[src/rtl/jump_key_conditioner_if.sv]
// Handshake bundle between the raw jump key pin and the game-logic request outputs.
interface jump_key_conditioner_if;
   logic       key_i;
   logic       jmp_o;
   logic       key_level_o;
   logic [7:0] press_cnt_o;

   modport master (output key_i, input jmp_o, key_level_o, press_cnt_o);
   modport slave  (input key_i, output jmp_o, key_level_o, press_cnt_o);
endinterface

[src/rtl/jump_key_conditioner.sv]
// Synchronises, debounces and auto-repeats the jump push-button into single-cycle
// jump requests for the game logic.
module jump_key_conditioner #(
   parameter int unsigned CNT_W          = 16,
   parameter int unsigned DEBOUNCE       = 2400,
   parameter int unsigned REPEAT         = 36000,
   parameter bit          KEY_ACTIVE_LOW = 1'b1
) (
   input logic                   clk,
   input logic                   rst,
   jump_key_conditioner_if.slave bus
);

   typedef enum logic [1:0] {
      IDLE,
      PRESS_WAIT,
      HELD,
      RELEASE_WAIT
   } state_t;

   localparam logic [CNT_W-1:0] DB_LAST  = CNT_W'(DEBOUNCE - 1);
   localparam bit               REP_EN   = (REPEAT != 0);
   // Guarded by REP_EN, so the REPEAT=0 underflow value is never compared.
   localparam logic [CNT_W-1:0] REP_LAST = REP_EN ? CNT_W'(REPEAT - 1) : '0;

   state_t           state;
   logic             s1;
   logic             s2;
   logic             k;
   logic [CNT_W-1:0] cnt;
   logic [CNT_W-1:0] rep;
   logic             jmp;
   logic             level;
   logic [7:0]       press_cnt;

   assign k               = s2 ^ KEY_ACTIVE_LOW;
   assign bus.jmp_o       = jmp;
   assign bus.key_level_o = level;
   assign bus.press_cnt_o = press_cnt;

   // Synchroniser, debounce FSM and pulse counter; every output is a flop.
   always_ff @(posedge clk or posedge rst) begin
      if (rst) begin
         s1        <= KEY_ACTIVE_LOW;
         s2        <= KEY_ACTIVE_LOW;
         state     <= IDLE;
         cnt       <= '0;
         rep       <= '0;
         jmp       <= 1'b0;
         level     <= 1'b0;
         press_cnt <= 8'd0;
      end else begin
         s1  <= bus.key_i;
         s2  <= s1;
         jmp <= 1'b0;
         unique case (state)
            IDLE: begin
               if (k) begin
                  state <= PRESS_WAIT;
                  cnt   <= '0;
               end
            end
            PRESS_WAIT: begin
               if (!k) begin
                  state <= IDLE;
               end else if (cnt == DB_LAST) begin
                  state     <= HELD;
                  jmp       <= 1'b1;
                  level     <= 1'b1;
                  rep       <= '0;
                  press_cnt <= press_cnt + 8'd1;
               end else begin
                  cnt <= cnt + CNT_W'(1);
               end
            end
            HELD: begin
               if (!k) begin
                  state <= RELEASE_WAIT;
                  cnt   <= '0;
               end else if (REP_EN && (rep == REP_LAST)) begin
                  jmp       <= 1'b1;
                  rep       <= '0;
                  press_cnt <= press_cnt + 8'd1;
               end else begin
                  rep <= rep + CNT_W'(1);
               end
            end
            RELEASE_WAIT: begin
               // A re-press here is release bounce: resume HELD silently, repeat phase kept.
               if (k) begin
                  state <= HELD;
               end else if (cnt == DB_LAST) begin
                  state <= IDLE;
                  level <= 1'b0;
               end else begin
                  cnt <= cnt + CNT_W'(1);
               end
            end
            default: state <= IDLE;
         endcase
      end
   end

endmodule

[src/flat_wrapper.sv]
// flat-port wrapper written by rule: the top's interface ports become plain ports
module jump_key_conditioner_flat 
#(
   parameter int unsigned CNT_W          = 16,
   parameter int unsigned DEBOUNCE       = 2400,
   parameter int unsigned REPEAT         = 36000,
   parameter bit          KEY_ACTIVE_LOW = 1'b1
)
  (clk, rst, bus_key_i, bus_jmp_o, bus_key_level_o, bus_press_cnt_o);
  jump_key_conditioner_if bus_i ();
  input logic clk;
  input logic rst;
  input wire logic [$bits(bus_i.key_i)-1:0] bus_key_i;
  output wire logic [$bits(bus_i.jmp_o)-1:0] bus_jmp_o;
  output wire logic [$bits(bus_i.key_level_o)-1:0] bus_key_level_o;
  output wire logic [$bits(bus_i.press_cnt_o)-1:0] bus_press_cnt_o;
  assign bus_i.key_i = bus_key_i;
  assign bus_jmp_o = bus_i.jmp_o;
  assign bus_key_level_o = bus_i.key_level_o;
  assign bus_press_cnt_o = bus_i.press_cnt_o;
  jump_key_conditioner #(.CNT_W(CNT_W), .DEBOUNCE(DEBOUNCE), .REPEAT(REPEAT), .KEY_ACTIVE_LOW(KEY_ACTIVE_LOW)) u_core (.clk(clk), .rst(rst), .bus(bus_i));
endmodule
[config.mk]
export PLATFORM = sky130hd
export DESIGN_NAME = jump_key_conditioner_flat
export DESIGN_NICKNAME = d
export VERILOG_FILES = /design/src/rtl/jump_key_conditioner_if.sv /design/src/rtl/jump_key_conditioner.sv /design/src/flat_wrapper.sv
export SDC_FILE = /design/constraint.sdc
export NUM_CORES = 1
export LEC_CHECK = 0
export ABC_AREA = 1
export BUFFER_PORTS_ARGS = -buffer_cell sky130_fd_sc_hd__buf_2
export CORE_MARGIN = 5
export CORE_UTILIZATION = 65
export CTS_BUF_LIST = sky130_fd_sc_hd__clkbuf_8
export DETAILED_ROUTE_END_ITERATION = 16
export PLACE_DENSITY = 0.8
export SKIP_LAST_GASP = 1
export SLEW_MARGIN = 20
export SYNTH_ARGS = -nofsm -noshare
export SYNTH_HDL_FRONTEND = slang
export SYNTH_SLANG_ARGS = --single-unit
[constraint.sdc]
create_clock -name clk -period 3.62 [get_ports clk]
set_input_delay 0.181 -clock clk [delete_from_list [all_inputs] [get_ports clk]]
set_output_delay 0.181 -clock clk [all_outputs]
set_load 0.02 [all_outputs]
# Word level (Yosys, flattened, before mapping)
# Cells that the tools add are included.
[classes]
n_bitwise = 0
order_cmp = 0
shifts = 0
mul = 0
mux = 33
eq_ne = 15
n_addsub = 3
div = 0
n_reduce_logical = 8
[op_table]
columns = ["cell", "n"]
rows = [
  ["2-to-1 mux 16 bit", 9],
  ["case mux 16 bit (4 select lines)", 1],
  ["adder 16 x 1 -> 16 bit, second input constant", 2],
  ["2-to-1 mux 8 bit", 4],
  ["case mux 16 bit (2 select lines)", 1],
  ["== test 16 x 12 -> 1 bit, second input constant", 1],
  ["== test 16 bit, second input constant", 1],
  ["case mux 8 bit (2 select lines)", 1],
  ["2-to-1 mux 2 bit", 6],
  ["AND reduction 4 bit", 3],
  ["!= test 2 x 1 -> 1 bit, second input constant", 5],
  ["AND reduction 5 bit", 2],
  ["adder 8 x 1 -> 8 bit, second input constant", 1],
  ["2-to-1 mux 1 bit", 8],
  ["case mux 2 bit (4 select lines)", 1],
  ["!= test 2 bit, second input constant", 3],
  ["== test 2 bit, second input constant", 2],
  ["case mux 1 bit (2 select lines)", 2],
  ["nonzero test 2 bit", 2],
  ["!= test 3 x 1 -> 1 bit, second input constant", 1],
  ["!= test 3 bit, second input constant", 1],
  ["== test 2 x 1 -> 1 bit, second input constant", 1],
  ["logical NOT 2 bit", 1],
]
[word_totals]
ram_bits = 0
output_inout_bits = 10
latchBits = 0
n_memories = 0
elab_cells = 67
regBits = 46
romBits = 0

# Longest topological paths before layout
[logic_depth]
ltp_word = 4
ltp_mapped = 11

# Worst setup path after synthesis
# Ideal clock, no wire load.
[synth_path]
path_type = "register to register"
from = "reg u_core.state[0]"
to = "reg u_core.cnt[0]"
n_path_buf = 2
slack_ps = 2061
path_stages_with_launch = 12
setup_time_ps = 76
t_arrival_ps = 1483
path_cell_list = "dfrtp_1 -> inv_1 -> ha_1 -> buf_2 -> nand2_1 -> nand2_1 -> nor2_1 -> nand2_1 -> nand2_4 -> buf_6 -> nand3_1 -> o21ai_1"
[synth_via]
elab_chain_len = 3
word_cells_on_any_way = 10
[synth_rtl]
columns = ["item", "line", "rtl"]
rows = [
  ["start, declared", "jump_key_conditioner.sv:26", "state_t state;"],
  ["start signal, assigned", "jump_key_conditioner.sv:46", "state <= IDLE;"],
  ["start signal, assigned", "jump_key_conditioner.sv:59", "state <= PRESS_WAIT;"],
  ["start signal, assigned", "jump_key_conditioner.sv:65", "state <= IDLE;"],
  ["== test 2 bit (tied with other cells)", "jump_key_conditioner.sv:56", "unique case (state)"],
  ["!= test 2 x 1 -> 1 bit (no source line) or != test 2 bit (tied branches)", "-", ""],
  ["AND reduction 4 bit (no source line)", "-", ""],
  ["end signal, assigned", "jump_key_conditioner.sv:73", "cnt <= cnt + CNT_W'(1);"],
  ["end signal, assigned", "jump_key_conditioner.sv:96", "cnt <= cnt + CNT_W'(1);"],
  ["end, declared", "jump_key_conditioner.sv:30", "logic [CNT_W-1:0] cnt;"],
]
# Parallel ways exist; a longest one is shown, timed or not.
# A chain may end at the register's enable or synchronous reset.

# Worst setup path in the final report
[layout_path]
from = "reg u_core.state[0]"
to = "reg u_core.rep[4]"
[layout_via]
elab_chain_len = 3
word_cells_on_any_way = 8
[layout_rtl]
columns = ["item", "line", "rtl"]
rows = [
  ["== test 2 bit or == test 2 x 1 -> 1 bit (tied branches)", "jump_key_conditioner.sv:56", ""],
  ["!= test 2 bit (no source line) (tied with other cells)", "-", ""],
  ["AND reduction 4 bit (no source line)", "-", ""],
  ["end signal, assigned", "jump_key_conditioner.sv:85", "rep <= rep + CNT_W'(1);"],
  ["end, declared", "jump_key_conditioner.sv:31", "logic [CNT_W-1:0] rep;"],
]
# Parallel ways exist; a longest one is shown, timed or not.

==> results.sh <==
export IMPL_startpoint_type="flop"
export IMPL_holdWs_ns=-0.0183
export IMPL_dp_cells=478
export IMPL_portBuffers=12
export IMPL_root_buffer="clkbuf_8"
export IMPL_die_w_um=77.8
export IMPL_drive_above_1_share=0.0922
export IMPL_syn_cell_area_um2=2980
export IMPL_slew_headroom=0.467
export IMPL_p_leak_nw=1.49
export IMPL_yosys_warnings=0
export IMPL_synth_area_top_cells="dfrtp_1 37%, nand2_1 17%, nor2_1 6.5%"
export IMPL_vias=2736
export IMPL_synth_top_area_share=0.369
export IMPL_gp_congestion=0.926
export IMPL_period_share=0.621
export IMPL_antenna_found_initial=0
export IMPL_peakVddDrop_mv=0.471
export IMPL_grt_max_degree=47
export IMPL_wl_per_cell_um=13.0
export IMPL_clock_fmax_mhz=445
export IMPL_io_pins=13
export IMPL_synth_nets=431
export IMPL_synth_cells=421
export IMPL_final_setup_skew_ns=0.0147
export IMPL_hp_class="in2async"
export IMPL_cts_tree="built"
export IMPL_ys_types=34
export IMPL_status="finished with violations"
export IMPL_rsz0062_at_grt="no"
export IMPL_arrival_ns=2.44
export IMPL_start_util=0.676
export IMPL_overflow=0
export IMPL_htreeDepth=2
export IMPL_hold_violations=10
export IMPL_avgSynthCellArea_um2=7.09
export IMPL_cap_violations=0
export IMPL_power_density_nw_per_um2=519
export IMPL_num_fill_cells=379
export IMPL_stdcell_count=486
export IMPL_die_area_um2=6050
export IMPL_rows=24
export IMPL_drv_slew=0
export IMPL_n_antenna_cell=0
export IMPL_grt_pass1_vias=2558
export IMPL_yosysSeqAreaShare=0.387
export IMPL_ys_seq_elements=46
export IMPL_grt_use_total=0.232
export IMPL_viasPerCell=5.63
export IMPL_violations="hold timing"
export IMPL_grt_pass1_wl_um=11600
export IMPL_numCtsBuffers=5
export IMPL_setup_violations=0
export IMPL_postRouteAntennaNets=0
export IMPL_firstDrtPassIters=4
export IMPL_initialDrtViolationCount=206
export IMPL_dpl_hpwl_um=4590
export IMPL_cts_clk_slew_worst_paths_ns=0.09
export IMPL_period_needed_ns=2.25
export IMPL_clk_latency_ns=0.30
export IMPL_crit_type="reg2reg"
export IMPL_area_growth_pct=5.79
export IMPL_coreArea_um2=4410
export IMPL_crit_required_ns=3.81
export IMPL_worst_path_max_fanout=22
export IMPL_wl_um=6310
export IMPL_clock_sinks=46
export IMPL_yosysTopAreaCell="dfrtp_1"
export IMPL_end_kind="flop"
export IMPL_drc=0
export IMPL_finalSetupTns_ns=0
export IMPL_chipHeight_um=77.8
export IMPL_tightest_slew_ns=0.800
export IMPL_clockBufferDepth=2
export IMPL_final_nets=444
-- sequential cells by signal (all words and copies together) (netlist names), named ones only --
register / flops
u_core.s2: 1
u_core.cnt: 16
u_core.rep: 16
u_core.bus.jmp_o: 1
u_core.bus.press_cnt_o: 8
u_core.bus.key_level_o: 1
u_core.s1: 1
u_core.state: 1
-- metrics by stage --
| stage | area [um^2] | hold WS (ns) | power [mW] | utilization | setup WS (ns) |
|---|---|---|---|---|---|
| 6_report | 3160 | -0.0183 | 1.64 | 0.715 | 1.37 |
| 4_1_cts | 3160 | 0.128 | 1.64 | 0.715 | 1.40 |
| 2_1_floorplan | 2980 | 0.185 | 1.20 | - | 2.06 |
| 3_5_place_dp | 3070 | 0.290 | 1.34 | 0.695 | 1.40 |
| 3_3_place_gp | 3070 | 0.287 | 1.32 | 0.695 | 1.49 |
| 5_1_grt | 3160 | 0.0573 | 1.77 | 0.715 | 1.15 |
-- synthesized netlist by cell type (all sizes together) --
master  number
nand3b       1
dfstp        2
nor3         5
a21oi        3
o21ai       29
o21bai       3
ha           7
nor2        55
o22ai        2
a21boi       1
clkbuf       2
xor2        13
o21a         1
dfrtp       44
inv         46
xnor2        1
nand4       25
nand2      140
nand3       34
buf          5
clkinv       1
o211ai       1
-- critical path: stages, from the launching register on --
cell     delay (ns)
dfrtp_1        0.43
inv_1          0.12
ha_1           0.60
nand2_1        0.15
nand2_1        0.11
nand2_1        0.41
a21oi_1        0.27
a21oi_1        0.06
-- where the power goes --
part / internal [mW] / total [mW] / switching (mW)
combinational: 0.187 / 0.707 / 0.519
sequential: 0.573 / 0.636 / 0.0634
clock: 0.128 / 0.295 / 0.167
-- cell type report --
| type | instances | area, um^2 | area share |
|---|---|---|---|
| clock inverter | 2 | 7.51 | 0.00238 |
| clock buffer | 5 | 68.8 | 0.0218 |
| inverter | 47 | 178 | 0.0563 |
| sequential | 46 | 1150 | 0.365 |
| multi-input combinational | 321 | 1610 | 0.511 |
| tap | 52 | 65.1 | 0.0206 |
| timing repair buffer | 13 | 70.1 | 0.0222 |
-- metal layers --
layer,vias up,track usage,wire length (um)
met5,-,0,0
met3,9,0.0405,339
met1,1279,0.337,3070
met2,63,0.349,2810
li1,1385,-,-
met4,0,0.0790,98
-- final timing paths --
kind	depth (start not counted)	end	from	slack (ns)
hold / removal	2	u_core.rep[3]	rst	-0.02
setup / recovery	7	u_core.rep[4]	u_core.state[0]	1.37
hold reg to reg	0	u_core.s2	u_core.s1	0.36
min in group clk	0	u_core.s2	u_core.s1	0.36
max in group asynchronous	2	u_core.bus.press_cnt_o[4]	rst	3.13
setup reg to reg	7	u_core.rep[4]	u_core.state[0]	1.37
-- kinds of logic (layout without fill, tap and decap cells) --
logic type,after synthesis,after routing,synth area share
AO/OA/AOI/OAI,40,40,0.0847
XOR/XNOR,14,14,0.0411
adder cells (fa/ha/maj),7,7,0.0293
buffers and inverters,54,67,0.0725
flip-flops,46,46,0.387
AND/OR/NAND/NOR,260,260,0.386
-- layout by cell type (no fill, tap or decap), types with 2 or more instances in the layout --
master	instances
a21oi_1	3
buf_2	12
clkbuf_8	5
dfrtp_1	44
dfstp_2	2
ha_1	7
inv_1	43
inv_2	4
nand2_1	134
nand2_2	4
nand2_4	2
nand3_1	32
nand4_1	25
nor2_1	52
nor2_2	2
nor3_1	4
o21ai_0	7
o21ai_1	21
o21bai_1	3
o22ai_2	2
xor2_1	13
-- timing repair --
action / CTS / global route
setup buffers: 0 / 0
hold buffers: 1 / 0
resized for setup: 0 / 0
hold endpoints to repair: 1 / 0
Power figures use the tool's default switching activity.
